## src/rtl/sram_arbiter.sv

```systemverilog
// Shares one single-port synchronous-read SRAM between two requesters: zero-fills it after
// reset or clear, then grants one access per cycle round-robin and steers read data back.
module sram_arbiter #(
  parameter  int XLEN      = 32,
  parameter  int N_ENTRIES = 1024,
  localparam int AW        = $clog2(N_ENTRIES)
) (
  input  logic            clk_i,
  input  logic            rst_i,
  input  logic            clear_i,
  output logic            init_done_o,
  input  logic            p0_req_i,
  input  logic            p0_we_i,
  input  logic [AW-1:0]   p0_addr_i,
  input  logic [XLEN-1:0] p0_data_i,
  output logic            p0_gnt_o,
  output logic            p0_rvalid_o,
  output logic [XLEN-1:0] p0_rdata_o,
  input  logic            p1_req_i,
  input  logic            p1_we_i,
  input  logic [AW-1:0]   p1_addr_i,
  input  logic [XLEN-1:0] p1_data_i,
  output logic            p1_gnt_o,
  output logic            p1_rvalid_o,
  output logic [XLEN-1:0] p1_rdata_o,
  output logic            sram_en_o,
  output logic            sram_we_o,
  output logic [AW-1:0]   sram_addr_o,
  output logic [XLEN-1:0] sram_data_o,
  input  logic [XLEN-1:0] sram_data_i
);

  typedef enum logic {ST_INIT, ST_RUN} state_t;

  state_t          state_reg, state_next;
  logic [AW-1:0]   cnt_reg, cnt_next;
  logic            last_reg, last_next;
  logic            pend_reg, pend_next;
  logic            pend_port_reg;
  logic            cnt_last;

  logic [1:0]      req_vec;
  logic [1:0]      we_vec;
  logic [AW-1:0]   addr_vec [2];
  logic [XLEN-1:0] data_vec [2];
  logic [1:0]      gnt_vec;
  logic [1:0]      rvalid_vec;
  logic [XLEN-1:0] rdata_vec [2];
  logic            win;

  assign req_vec     = {p1_req_i, p0_req_i};
  assign we_vec      = {p1_we_i, p0_we_i};
  assign addr_vec[0] = p0_addr_i;
  assign addr_vec[1] = p1_addr_i;
  assign data_vec[0] = p0_data_i;
  assign data_vec[1] = p1_data_i;

  assign cnt_last = (cnt_reg == AW'(N_ENTRIES - 1));
  assign win      = gnt_vec[1];

  // State register
  always_ff @(posedge clk_i) begin
    if (rst_i) begin
      state_reg <= ST_INIT;
    end else begin
      state_reg <= state_next;
    end
  end

  // Next-state logic
  always_comb begin
    state_next = state_reg;
    case (state_reg)
      ST_INIT: if (!clear_i && cnt_last) state_next = ST_RUN;
      ST_RUN:  if (clear_i)              state_next = ST_INIT;
      default: state_next = ST_INIT;
    endcase
  end

  // Output logic; everything is forced low while reset is held
  always_comb begin
    gnt_vec     = 2'b00;
    sram_en_o   = 1'b0;
    sram_we_o   = 1'b0;
    sram_addr_o = '0;
    sram_data_o = '0;
    init_done_o = 1'b0;
    if (!rst_i) begin
      case (state_reg)
        ST_INIT: begin
          sram_en_o   = 1'b1;
          sram_we_o   = 1'b1;
          sram_addr_o = cnt_reg;
        end
        ST_RUN: begin
          init_done_o = 1'b1;
          if (!clear_i) begin
            // On a tie the port that did not win last time goes first
            gnt_vec[0] = req_vec[0] & (~req_vec[1] | last_reg);
            gnt_vec[1] = req_vec[1] & (~req_vec[0] | ~last_reg);
          end
          if (|gnt_vec) begin
            sram_en_o   = 1'b1;
            sram_we_o   = we_vec[win];
            sram_addr_o = addr_vec[win];
            sram_data_o = data_vec[win];
          end
        end
        default: ;
      endcase
    end
  end

  always_comb begin
    cnt_next  = '0;
    last_next = last_reg;
    pend_next = 1'b0;
    if (state_reg == ST_INIT && !clear_i && !cnt_last) cnt_next = cnt_reg + AW'(1);
    if (|gnt_vec) begin
      last_next = win;
      pend_next = ~we_vec[win];
    end
  end

  always_ff @(posedge clk_i) begin
    if (rst_i) begin
      cnt_reg       <= '0;
      last_reg      <= 1'b1;
      pend_reg      <= 1'b0;
      pend_port_reg <= 1'b0;
    end else begin
      cnt_reg       <= cnt_next;
      last_reg      <= last_next;
      pend_reg      <= pend_next;
      pend_port_reg <= win;
    end
  end

  // A pending read completes regardless of a clear arriving in the meantime
  generate
    for (genvar gi = 0; gi < 2; gi++) begin : g_rsp
      assign rvalid_vec[gi] = ~rst_i & pend_reg & (pend_port_reg == 1'(gi));
      assign rdata_vec[gi]  = rst_i ? '0 : sram_data_i;
    end
  endgenerate

  assign p0_gnt_o    = gnt_vec[0];
  assign p1_gnt_o    = gnt_vec[1];
  assign p0_rvalid_o = rvalid_vec[0];
  assign p1_rvalid_o = rvalid_vec[1];
  assign p0_rdata_o  = rdata_vec[0];
  assign p1_rdata_o  = rdata_vec[1];

endmodule

```

## config.mk

```make
export PLATFORM = sky130hd
export DESIGN_NAME = sram_arbiter
export DESIGN_NICKNAME = d
export VERILOG_FILES = /design/src/rtl/sram_arbiter.sv
export SDC_FILE = /design/constraint.sdc
export NUM_CORES = 1
export LEC_CHECK = 0
export CAP_MARGIN = 25
export CORE_MARGIN = 3
export CORE_UTILIZATION = 23
export CTS_CLUSTER_DIAMETER = 150
export DETAILED_ROUTE_END_ITERATION = 6
export PLACE_DENSITY = 0.85
export SKIP_LAST_GASP = 1
export SYNTH_ARGS = -nofsm -noshare
export SYNTH_HDL_FRONTEND = slang
export SYNTH_SLANG_ARGS = --single-unit
```

## constraint.sdc

```tcl
create_clock -name clk_i -period 1.3 [get_ports clk_i]
set_input_delay 0.195 -clock clk_i [delete_from_list [all_inputs] [get_ports clk_i]]
set_output_delay 0.195 -clock clk_i [all_outputs]
set_load 0.01 [all_outputs]
```

Word level (Yosys, flattened, before mapping)
Cells that the tools add are included.
- $add $sub $neg: 1
- $mul: 0
- divide/modulo/power cells: 0
- order comparisons: 2
- equal/unequal tests: 1
- shift-type cells: 0
- mux-type cells: 31
- bitwise gates (word level): 17
- reductions and logical operators: 9
- operators by type and width (operator ; number):
    two-way mux 32 bit ; 7
    two-way mux 10 bit ; 5
    case mux 10 bit (2 select lines) ; 1
    adder 10 x 1 -> 10 bit (second input constant) ; 1
    equality test 10 bit (second input constant) ; 1
    two-way mux 1 bit ; 10
    two-way mux 2 bit ; 5
    inverter 1 bit ; 9
    OR reduction 2 bit ; 4
    case mux 1 bit (2 select lines) ; 3
    AND 1 bit ; 5
    logical AND 1 bit ; 3
    >= comparator 2 bit (second input constant) ; 1
    logical NOT 1 bit ; 2
    less-than comparator 1 x 2 -> 1 bit (second input constant) ; 1
    inverter 1 -> 2 bit ; 1
    OR 1 bit ; 2
- register bits after elaboration: 14
- bits in latches: 0
- memory bits (writable): 0
- bits in read-only memories: 0
- input bits: 123
- logic and storage cells: 66
- memories kept: 0

Depth between registers and ports, before layout
- depth in word-level cells: 15
- gate-level depth with buffers: 6
- mapped depth without buffers: 5

Worst setup path after synthesis
OpenSTA, ideal clock, no wires.
- path kind: reg2out
- start: register state_reg
- end: output sram_addr_o[1]
- data arrival time: 1.355 ns
- required time: 1.105 ns
- path slack: -0.250 ns
- stages on the path, launching flop included: 5
- buffers on the path: 1
- path through: dfxtp_1 -> nor3b_4 -> o21ai_1 -> clkbuf_1 -> o21ai_0
- longest elaborated chain between the ends: 9
- elaborated cells between the ends (all ways): 10
- ends and longest elaborated chain (item ; RTL line ; source):
    start, declared ; 35 ; state_t state_reg, state_next;
    start signal, assigned ; 66 ; state_reg <= state_next;
    two-way mux 2 bit ; 89 ; case (state_reg)
    two-way mux 2 bit ; 88 ; if (!rst_i) begin
    inverter 1 -> 2 bit (implied by the code) ; 105 ; sram_addr_o = addr_vec[win];
    two-way mux 10 bit (implied by the code) (3 in a row) ; 105 ;
    two-way mux 10 bit ; 102 ; if (|gnt_vec) begin
    case mux 10 bit (2 select lines) (*) ; 89 ;
    two-way mux 10 bit (*) ; 88 ;
    end, declared ; 28 ; output logic [AW-1:0] sram_addr_o,
Every way passes the cells marked *; elsewhere a longest branch is shown, timed or not. The select of a mux whose other input is x is not followed.

Worst setup path in the final report
- start: register state_reg
- end: output sram_addr_o[9]
The elaborated chain is that of the path after synthesis.

==> run summary <==
Outcome = finished, violations left
Failing checks = negative setup slack
Drt via density = 4.54
Cts hold-fix bufs = 0
Vias post-DR = 2773
Worst VDD drop = 0.272 mV
Global placer's final weighted congestion = 0.777
Crit path capture type = output pin
Clock Sinks = 14
YS warnings = 0
Area Overhead vs Synth = 161%
DR DRC count = 0
Initial DRC Count = 37
Critical Path RT = 1.11 ns
CORE AREA = 7330 µm²
Setup Skew = 0.00180 ns
GRT Util Overall = 0.202
Count leader, synth = nand2_1
Die Height = 93.3 µm
Worst path slowest cell = dfxtp_4
Drt pass-1 iters = 4
Slew HR = 0.727
I/O pin count = 236
Slowest Stage Delay on Critical Path = 0.34 ns
CTS tree = yes
Max Transition Viols Final = 0
Endpoints failing setup = 52
H-tree depth = 1
CP bufs+invs = 4
Root Buffer = clkbuf_8
Initial antenna violation count = 0
CTS clk-pin slew, worst paths = 0.06 ns
Crit path DAT = 1.73 ns
Vias in the first global route = 2896
Synth Register Bits = 14
P_leak = 2.12 nW
Rows = 31
Slew @ Worst Pin = 0.410 ns
CP top delay family = buffers and inverters
RSZ-0062 raised after global routing = true
CTS buffer count = 3
CP max FO = 22
Final Util = 0.623
Top cells by count, synth = nand2_1 (80), nor2b_1 (36), buf_4 (35), a21oi_1 (34)
Pwr Total = 0.00171 W
Mapped Area = 1750 µm²
Crit path time final = 1.92 ns
Longest Clk Path Bufs = 2
Post-synthesis cell type count = 33
Final Worst Setup Slack = -0.622 ns
Max reg flops = 10
First-pass GRT wire length = 14200 µm
Clock Latency Late Sink = 0.24 ns
Net Count, Synth = 402
Diodes inserted = 0
Fin nets = 637
Post-synth top area share = 0.171
Yosys top cell by area = nand2_1
Max Cap Viol = 0
Layout cells sized above 1 = 0.488
Crit Path Category = reg -> out
Port Buffers = 235
Final antenna-violating net count = 0
Largest net degree at the start of global routing = 23
Startpoint Class = flop
Final Hold Violating Endpoints = 0
Most used DFF post-synth = dfxtp_1
Fmax = 520 MHz
WL/cell = 15.9 µm
DIE AREA = 8700 µm²
Crit path cell chain = nor3b_4 -> buf_4 -> buf_6 -> o21ai_4 -> buf_12 -> o21ai_1 -> dlygate4sd2_1
PwrDens = 375 nW/µm²
Period Utilization, post-route = 1.48
Area contributors post-synth = nand2_1 (17%), dfxtp_1 (16%), buf_4 (15%)
Syn Inst Count = 278
Syn_area_per_cell = 6.30 µm²
Initial Utilization = 0.239
Post-synth EDFFs = 0
Final WL = 9710 µm
Place WS = -1.13 ns
Die width = 93.3 µm
Worst Hold Class = in -> reg
Asr flop ratio synth = 0
Detailed Place HPWL = 7340 µm
Share of the yosys chip area belonging to registers = 0.160
Remaining global-route overflow = 0
## worst register-to-register path, cell delays in order (launching register included)
cell,delay [ns]
dfxtp_4,0.34
nor3b_4,0.25
nand3_4,0.14
inv_4,0.13
mux2i_1,0.22
buf_4,0.14
nor2b_1,0.11
## repair_timing
action	CTS	global route
pin swaps	7	5
setup endpoints to repair	122	103
gates resized for setup	360	94
buffers inserted	8	4
hold endpoints to repair	0	0
gates cloned	2	2
## power breakdown
part	switching [W]	internal, W	leakage (nW)
clock	0.000157	0.000268	0.0288
combinational	0.000304	0.000550	1.97
sequential	0.00000428	0.000431	0.117
total	0.000465	0.00125	2.12
## routing by layer
metal / share of wire / global-route usage / up-vias / wire, µm
met3: 0.087 / 0.0539 / 10 / 846
met5: 0 / 0 / - / 0
met4: 0.013 / 0.0513 / 0 / 127
li1: - / - / 1338 / -
met1: 0.36 / 0.210 / 1277 / 3450
met2: 0.54 / 0.394 / 148 / 5290
## layout make-up
cell class / count / area [µm²]
fill: 650 / 2760
timing repair buffer: 277 / 2470
multi-input combinational: 213 / 1610
sequential: 14 / 293
tap: 99 / 124
clock buffer: 4 / 55.1
inverter: 4 / 17.5
## stage by stage
stage               setup TNS, ns  hold slack (ns)  instance area, µm²  std cells
floorplan                   -5.55            0.264                1950        278
global placement           -99.79            0.530                4380        592
detailed placement        -102.13            0.547                4380        592
CTS                        -26.24            0.438                4600        606
global route               -28.34            0.283                4570        611
finish                     -24.74            0.269                4570        611
## layout by cell type, fill, tap and decap left out, drive strengths merged, types with 3 or more instances in the layout
cell type	n
inv	4
xnor2	4
clkdlybuf4s15	20
o21ai	11
xor2	3
nor2	14
nor2b	36
clkdlybuf4s50	118
dlygate4sd2	23
dfxtp	14
buf	96
a21oi	34
nand2	80
mux2i	11
clkbuf	24
## kinds of logic (layout without fill, tap and decap cells)
logic type / count (synthesis) / count (layout) / synth area share
xor+xnor: 7 / 7 / 0.0350
fa+ha+maj: 1 / 1 / 0.00714
flops: 14 / 14 / 0.160
compound gates: 51 / 51 / 0.159
simple gates: 143 / 143 / 0.391
buf+inv: 51 / 285 / 0.185
mux: 11 / 11 / 0.0629
## worst paths after layout
kind              startpoint              to  slack (ns)  cells past startpoint
setup / recovery   state_reg  sram_addr_o[9]       -0.62                      7
hold / removal       clear_i       state_reg        0.27                      3
setup reg to reg   state_reg        pend_reg       -0.07                      6
hold reg to reg   cnt_reg[6]      cnt_reg[6]        0.53                      2
Note: power is estimated with default switching activity, not from simulation.
